--- src/rtl/aes_uart_rx_framer_if.sv ---
// Byte-stream input and block outputs of the AES UART receive framer.
// master drives the UART byte stream; slave is the framer.
interface aes_uart_rx_framer_if;
  logic [7:0]   rx_data;
  logic         rx_valid;
  logic [127:0] plaintext;
  logic [127:0] key;
  logic         pt_valid;
  logic         key_valid;
  logic         busy;
  logic         frame_err;

  modport master (
    output rx_data, rx_valid,
    input  plaintext, key, pt_valid, key_valid, busy, frame_err
  );

  modport slave (
    input  rx_data, rx_valid,
    output plaintext, key, pt_valid, key_valid, busy, frame_err
  );
endinterface

--- src/rtl/aes_uart_rx_framer.sv ---
// Parses 'K'/'P' command frames from the UART byte stream into 128-bit key and
// plaintext blocks for the AES pipeline; rejects bad, stalled or premature frames.
module aes_uart_rx_framer #(
  parameter int unsigned TIMEOUT_CYCLES = 86800,
  parameter logic [7:0]  CMD_KEY        = 8'h4B,
  parameter logic [7:0]  CMD_PT         = 8'h50
) (
  input logic clk,
  input logic reset,
  aes_uart_rx_framer_if.slave bus
);

  localparam int unsigned TW = (TIMEOUT_CYCLES > 1) ? $clog2(TIMEOUT_CYCLES) : 1;
  localparam logic [TW-1:0] TIMER_LAST = TW'(TIMEOUT_CYCLES - 1);

  typedef enum logic [1:0] {IDLE, KEY, PT} state_t;

  state_t         state, state_n;
  logic [3:0]     cnt, cnt_n;
  logic [TW-1:0]  timer, timer_n;
  logic [127:0]   shift, shift_n;
  logic [127:0]   pt_q, pt_n;
  logic [127:0]   key_q, key_n;
  logic           ptv_q, ptv_n;
  logic           kv_q, kv_n;
  logic           err_q, err_n;

  always_ff @(posedge clk) begin
    if (!reset) begin
      state <= IDLE;
      cnt   <= '0;
      timer <= '0;
      shift <= '0;
      pt_q  <= '0;
      key_q <= '0;
      ptv_q <= 1'b0;
      kv_q  <= 1'b0;
      err_q <= 1'b0;
    end else begin
      state <= state_n;
      cnt   <= cnt_n;
      timer <= timer_n;
      shift <= shift_n;
      pt_q  <= pt_n;
      key_q <= key_n;
      ptv_q <= ptv_n;
      kv_q  <= kv_n;
      err_q <= err_n;
    end
  end

  always_comb begin
    state_n = state;
    cnt_n   = cnt;
    timer_n = timer;
    shift_n = shift;
    pt_n    = pt_q;
    key_n   = key_q;
    ptv_n   = 1'b0;
    kv_n    = kv_q;
    err_n   = 1'b0;
    case (state)
      IDLE: begin
        timer_n = '0;
        if (bus.rx_valid) begin
          cnt_n = '0;
          if (bus.rx_data == CMD_KEY)     state_n = KEY;
          else if (bus.rx_data == CMD_PT) state_n = PT;
          else                            err_n   = 1'b1;
        end
      end
      KEY, PT: begin
        // A byte on the expiry cycle takes priority over the timeout.
        if (bus.rx_valid) begin
          shift_n = {shift[119:0], bus.rx_data};
          cnt_n   = cnt + 4'd1;
          timer_n = '0;
          if (cnt == 4'd15) begin
            state_n = IDLE;
            cnt_n   = '0;
            if (state == KEY) begin
              key_n = shift_n;
              kv_n  = 1'b1;
            end else if (kv_q) begin
              pt_n  = shift_n;
              ptv_n = 1'b1;
            end else begin
              err_n = 1'b1;
            end
          end
        end else if (timer == TIMER_LAST) begin
          state_n = IDLE;
          timer_n = '0;
          cnt_n   = '0;
          err_n   = 1'b1;
        end else begin
          timer_n = timer + TW'(1);
        end
      end
      default: state_n = IDLE;
    endcase
  end

  assign bus.plaintext = pt_q;
  assign bus.key       = key_q;
  assign bus.pt_valid  = ptv_q;
  assign bus.key_valid = kv_q;
  assign bus.busy      = (state != IDLE);
  assign bus.frame_err = err_q;

endmodule

--- src/flat_wrapper.sv ---
// flat-port wrapper written by rule: the top's interface ports become plain ports
module aes_uart_rx_framer_flat 
#(
  parameter int unsigned TIMEOUT_CYCLES = 86800,
  parameter logic [7:0]  CMD_KEY        = 8'h4B,
  parameter logic [7:0]  CMD_PT         = 8'h50
)
  (clk, reset, bus_rx_data, bus_rx_valid, bus_plaintext, bus_key, bus_pt_valid, bus_key_valid, bus_busy, bus_frame_err);
  aes_uart_rx_framer_if bus_i ();
  input logic clk;
  input logic reset;
  input wire logic [$bits(bus_i.rx_data)-1:0] bus_rx_data;
  input wire logic [$bits(bus_i.rx_valid)-1:0] bus_rx_valid;
  output wire logic [$bits(bus_i.plaintext)-1:0] bus_plaintext;
  output wire logic [$bits(bus_i.key)-1:0] bus_key;
  output wire logic [$bits(bus_i.pt_valid)-1:0] bus_pt_valid;
  output wire logic [$bits(bus_i.key_valid)-1:0] bus_key_valid;
  output wire logic [$bits(bus_i.busy)-1:0] bus_busy;
  output wire logic [$bits(bus_i.frame_err)-1:0] bus_frame_err;
  assign bus_i.rx_data = bus_rx_data;
  assign bus_i.rx_valid = bus_rx_valid;
  assign bus_plaintext = bus_i.plaintext;
  assign bus_key = bus_i.key;
  assign bus_pt_valid = bus_i.pt_valid;
  assign bus_key_valid = bus_i.key_valid;
  assign bus_busy = bus_i.busy;
  assign bus_frame_err = bus_i.frame_err;
  aes_uart_rx_framer #(.TIMEOUT_CYCLES(TIMEOUT_CYCLES), .CMD_KEY(CMD_KEY), .CMD_PT(CMD_PT)) u_core (.clk(clk), .reset(reset), .bus(bus_i));
endmodule
--- config.mk ---
export PLATFORM = sky130hd
export DESIGN_NAME = aes_uart_rx_framer_flat
export DESIGN_NICKNAME = d
export VERILOG_FILES = /design/src/rtl/aes_uart_rx_framer_if.sv /design/src/rtl/aes_uart_rx_framer.sv /design/src/flat_wrapper.sv
export SDC_FILE = /design/constraint.sdc
export NUM_CORES = 1
export LEC_CHECK = 0
export BUFFER_PORTS_ARGS = -buffer_cell sky130_fd_sc_hd__buf_2
export CAP_MARGIN = 20
export CORE_MARGIN = 2
export CORE_UTILIZATION = 35
export CTS_BUF_LIST = sky130_fd_sc_hd__clkbuf_16
export DETAILED_ROUTE_END_ITERATION = 10
export PLACE_DENSITY_LB_ADDON = 0.25
export RECOVER_POWER = 25
export SYNTH_ARGS = -nofsm -noshare
export SYNTH_HDL_FRONTEND = slang
export SYNTH_SLANG_ARGS = --single-unit
--- constraint.sdc ---
create_clock -name clk -period 2.3 [get_ports clk]
set_input_delay 0.46 -clock clk [delete_from_list [all_inputs] [get_ports clk]]
set_output_delay 0.46 -clock clk [all_outputs]
set_load 0.01 [all_outputs]
==> results.sh <==
export IMPL_hold_path_class="in -> reg"
export IMPL_numClockSinks=402
export IMPL_numCtsBuffers=44
export IMPL_core_um2=39820
export IMPL_syn_inst=1804
export IMPL_path_clk_slew_ns=0.06
export IMPL_drt_iter0_markers=749
export IMPL_ios=271
export IMPL_finalWorstSetupSlack_ns=0.2070
export IMPL_synth_flop_cell="dfxtp_1"
export IMPL_crit_path_end_kind="flip-flop"
export IMPL_pwr_share_seq_pct=50.2
export IMPL_final_fill_count=4198
export IMPL_m1WireLength_um=19070
export IMPL_antenna_found_initial=0
export IMPL_cts_root_buf="clkbuf_16"
export IMPL_place_area_um2=16180
export IMPL_reg2reg_setup_slack_ns=0.21
export IMPL_synth_top_cell_by_area="dfxtp_1"
export IMPL_slowest_stage="dfxtp_1"
export IMPL_row_count=73
export IMPL_finalCritPeriodShare_pct=91.00
export IMPL_startpoint_type="flip-flop"
export IMPL_cp_required_ns=2.77
export IMPL_drtPass1Iterations=5
export IMPL_wl_um=42500
export IMPL_htreeDepth=2
export IMPL_drc=0
export IMPL_synth_nets=1820
export IMPL_power_switching_w=0.003098
export IMPL_gp_congestion=0.7926
export IMPL_ys_warn_count=0
export IMPL_tritoncts="built"
export IMPL_num_vias=12686
export IMPL_ir_worst_vdd_uv=470.2
export IMPL_dpl_worst_slack_ns=0.003741
export IMPL_final_cell_area_um2=17310
export IMPL_start_util_pct=35.61
export IMPL_cts_hold_buf=0
export IMPL_seq_area_frac_synth_pct=56.75
export IMPL_max_stage_delay_ns=0.40
export IMPL_maxCapViolCount=0
export IMPL_drv_slew=0
export IMPL_cp_max_fo=34
export IMPL_synth_edff_count=0
export IMPL_pwr_share_comb_pct=2.8
export IMPL_leakagePower_nw=5.896
export IMPL_die_h_um=205.3
export IMPL_die_w_um=205.3
export IMPL_route_met3_wl_um=2671
export IMPL_final_nets=2039
export IMPL_cts_setup_buffers=0
export IMPL_final_common_cell="nand2_1"
export IMPL_switching_share_pct=22.26
export IMPL_yosys_cell_types_count=41
export IMPL_cts_resized=0
export IMPL_rsz0062_at_grt="no"
export IMPL_status="complete, no violations"
export IMPL_final_setup_tns_ns=0
export IMPL_grt_usage_pct=19.53
export IMPL_holdWs_ns=0.1857
export IMPL_async_flop_share_pct=0
export IMPL_synth_top_area_share_pct=56.75
export IMPL_intPower_w=0.01082
export IMPL_vias_per_cell=4.913
export IMPL_synthTopCellsByArea="dfxtp_1, nand2_1, a21oi_1"
export IMPL_cp_num_buf_inv=3
export IMPL_fin_crit_ns=2.093
export IMPL_hpwl_um=27310
export IMPL_drive_gt1_share_pct=9.917
export IMPL_final_cell_mix="nand2_1, dfxtp_1, a21oi_1"
export IMPL_overflow=0
export IMPL_avgSynthCellArea_um2=7.861
export IMPL_max_freq_mhz=477.8
export IMPL_relSlewSlack_pct=48.30
export IMPL_grt_max_degree=77
export IMPL_ant_nets=0
export IMPL_crit_family="simple AND/OR/NAND/NOR gates"
export IMPL_die_area_um2=42140
export IMPL_crit_arrival_ns=2.57
export IMPL_wl_per_cell_um=16.46
export IMPL_worstMarginPinSlew_ns=0.7647
export IMPL_seq_area_um2=8048
export IMPL_dr_wl_met2_um=20140
export IMPL_critical_path_class="reg -> reg"
export IMPL_multiInputGateArea_um2=5618
export IMPL_finalClockSkew_ns=0.01411
export IMPL_worstSkewPairLatency_ns=0.56
export IMPL_clock_path_buffers=3
export IMPL_io_buffer_count=270
export IMPL_syn_area_um2=14180
export IMPL_antennaDiodeCount=0
export IMPL_p_clk_share_pct=47.0
export IMPL_final_hold_violation_count=0
export IMPL_post_route_util_pct=43.46
export IMPL_top_layer="met4"
export IMPL_grt_pass1_vias=11689
export IMPL_area_delta_synth_final_pct=22.06
export IMPL_grt_pass1_wl_um=65320
export IMPL_ys_seq_elements=402
export IMPL_setup_violations=0
export IMPL_path_cells="inv_1 > ha_1 > nand2_4 > nor4b_2 > buf_4 > buf_12 > nand2_1 > a21oi_1"
export IMPL_power_density_nw_per_um2=804.0
-- sequential cells by signal (all words and copies together) (netlist names) --
| signal | count |
|---|---|
| u_core.bus.frame_err | 1 |
| u_core.bus.key | 128 |
| u_core.bus.key_valid | 1 |
| u_core.bus.plaintext | 128 |
| u_core.bus.pt_valid | 1 |
| u_core.cnt | 4 |
| u_core.shift | 120 |
| u_core.state | 2 |
| u_core.timer | 17 |
-- power by group through the flow --
stage / Clock (W) / Sequential (W) / Combinational (W)
after CTS: 0.00673 / 0.00699 / 0.000392
after global placement: 0 / 0.00714 / 0.000389
after detailed placement: 0 / 0.00714 / 0.000392
final: 0.00654 / 0.00699 / 0.000388
after floorplan: 0 / 0.00714 / 0.000243
after global routing: 0.00703 / 0.00699 / 0.000422
-- routing by layer --
layer | GRT usage (%) | vias to the layer above
li1 | - | 6316
met1 | 25.41 | 6022
met2 | 32.58 | 305
met3 | 4.609 | 43
met4 | 4.985 | 0
met5 | 0 | -
-- worst register-to-register path, stage by stage, from the launching register on --
cell     delay, ns
dfxtp_1       0.40
inv_1         0.07
ha_1          0.38
nand2_4       0.10
nor4b_2       0.38
buf_4         0.26
buf_12        0.21
nand2_1       0.10
a21oi_1       0.14
-- metrics by stage --
stage,instances,power (W)
after detailed placement,2502,0.007534
final,2582,0.01392
after global placement,2502,0.007531
after CTS,2582,0.01411
after floorplan,1804,0.007382
after global routing,2582,0.01443
-- area by class of cell --
class | instances | area share, %
Sequential cell | 402 | 46.49
Multi-Input combinational cell | 1263 | 32.46
Timing Repair Buffer | 304 | 9.339
Tap cell | 525 | 3.795
Clock buffer | 45 | 6.506
Inverter | 8 | 0.2169
Clock inverter | 35 | 1.193
-- Yosys cell counts (2+ instances only) --
cell type and number:
or4_1 2, nor4_1 4, a211oi_1 5, and4b_1 3
nor4b_1 4, clkbuf_1 103, nand2b_1 2, and3_1 5
a21oi_1 385, inv_1 7, buf_1 6, nand3_1 13
nor2_1 11, mux2i_1 2, xnor2_1 7, nand2_1 765
nor2b_1 2, nand4_1 7, a31oi_1 3, ha_1 5
dfxtp_1 402, nor3_1 13, buf_2 22, o31ai_1 2
o21ai_0 7, xor2_1 2
-- final timing paths --
kind,start,endpoint,cells past startpoint
max reg2reg,u_core.state[0],u_core.bus.plaintext[32],8
min,bus_rx_data[6],u_core.bus.key[6],3
min reg2reg,u_core.bus.plaintext[109],u_core.bus.plaintext[109],2
max,u_core.state[0],u_core.bus.plaintext[32],8
-- cells by family after synthesis --
family	count (synthesis)	synth area share, %
adders and majority gates	5	0.4412
buffers and inverters	139	3.873
and+or+nand+nor	841	23.59
DFF	402	56.75
AOI/OAI and AO/OA	405	14.57
muxes	3	0.2206
xor gates and xnor gates	9	0.5559
Note: power is estimated with default switching activity, not from simulation.
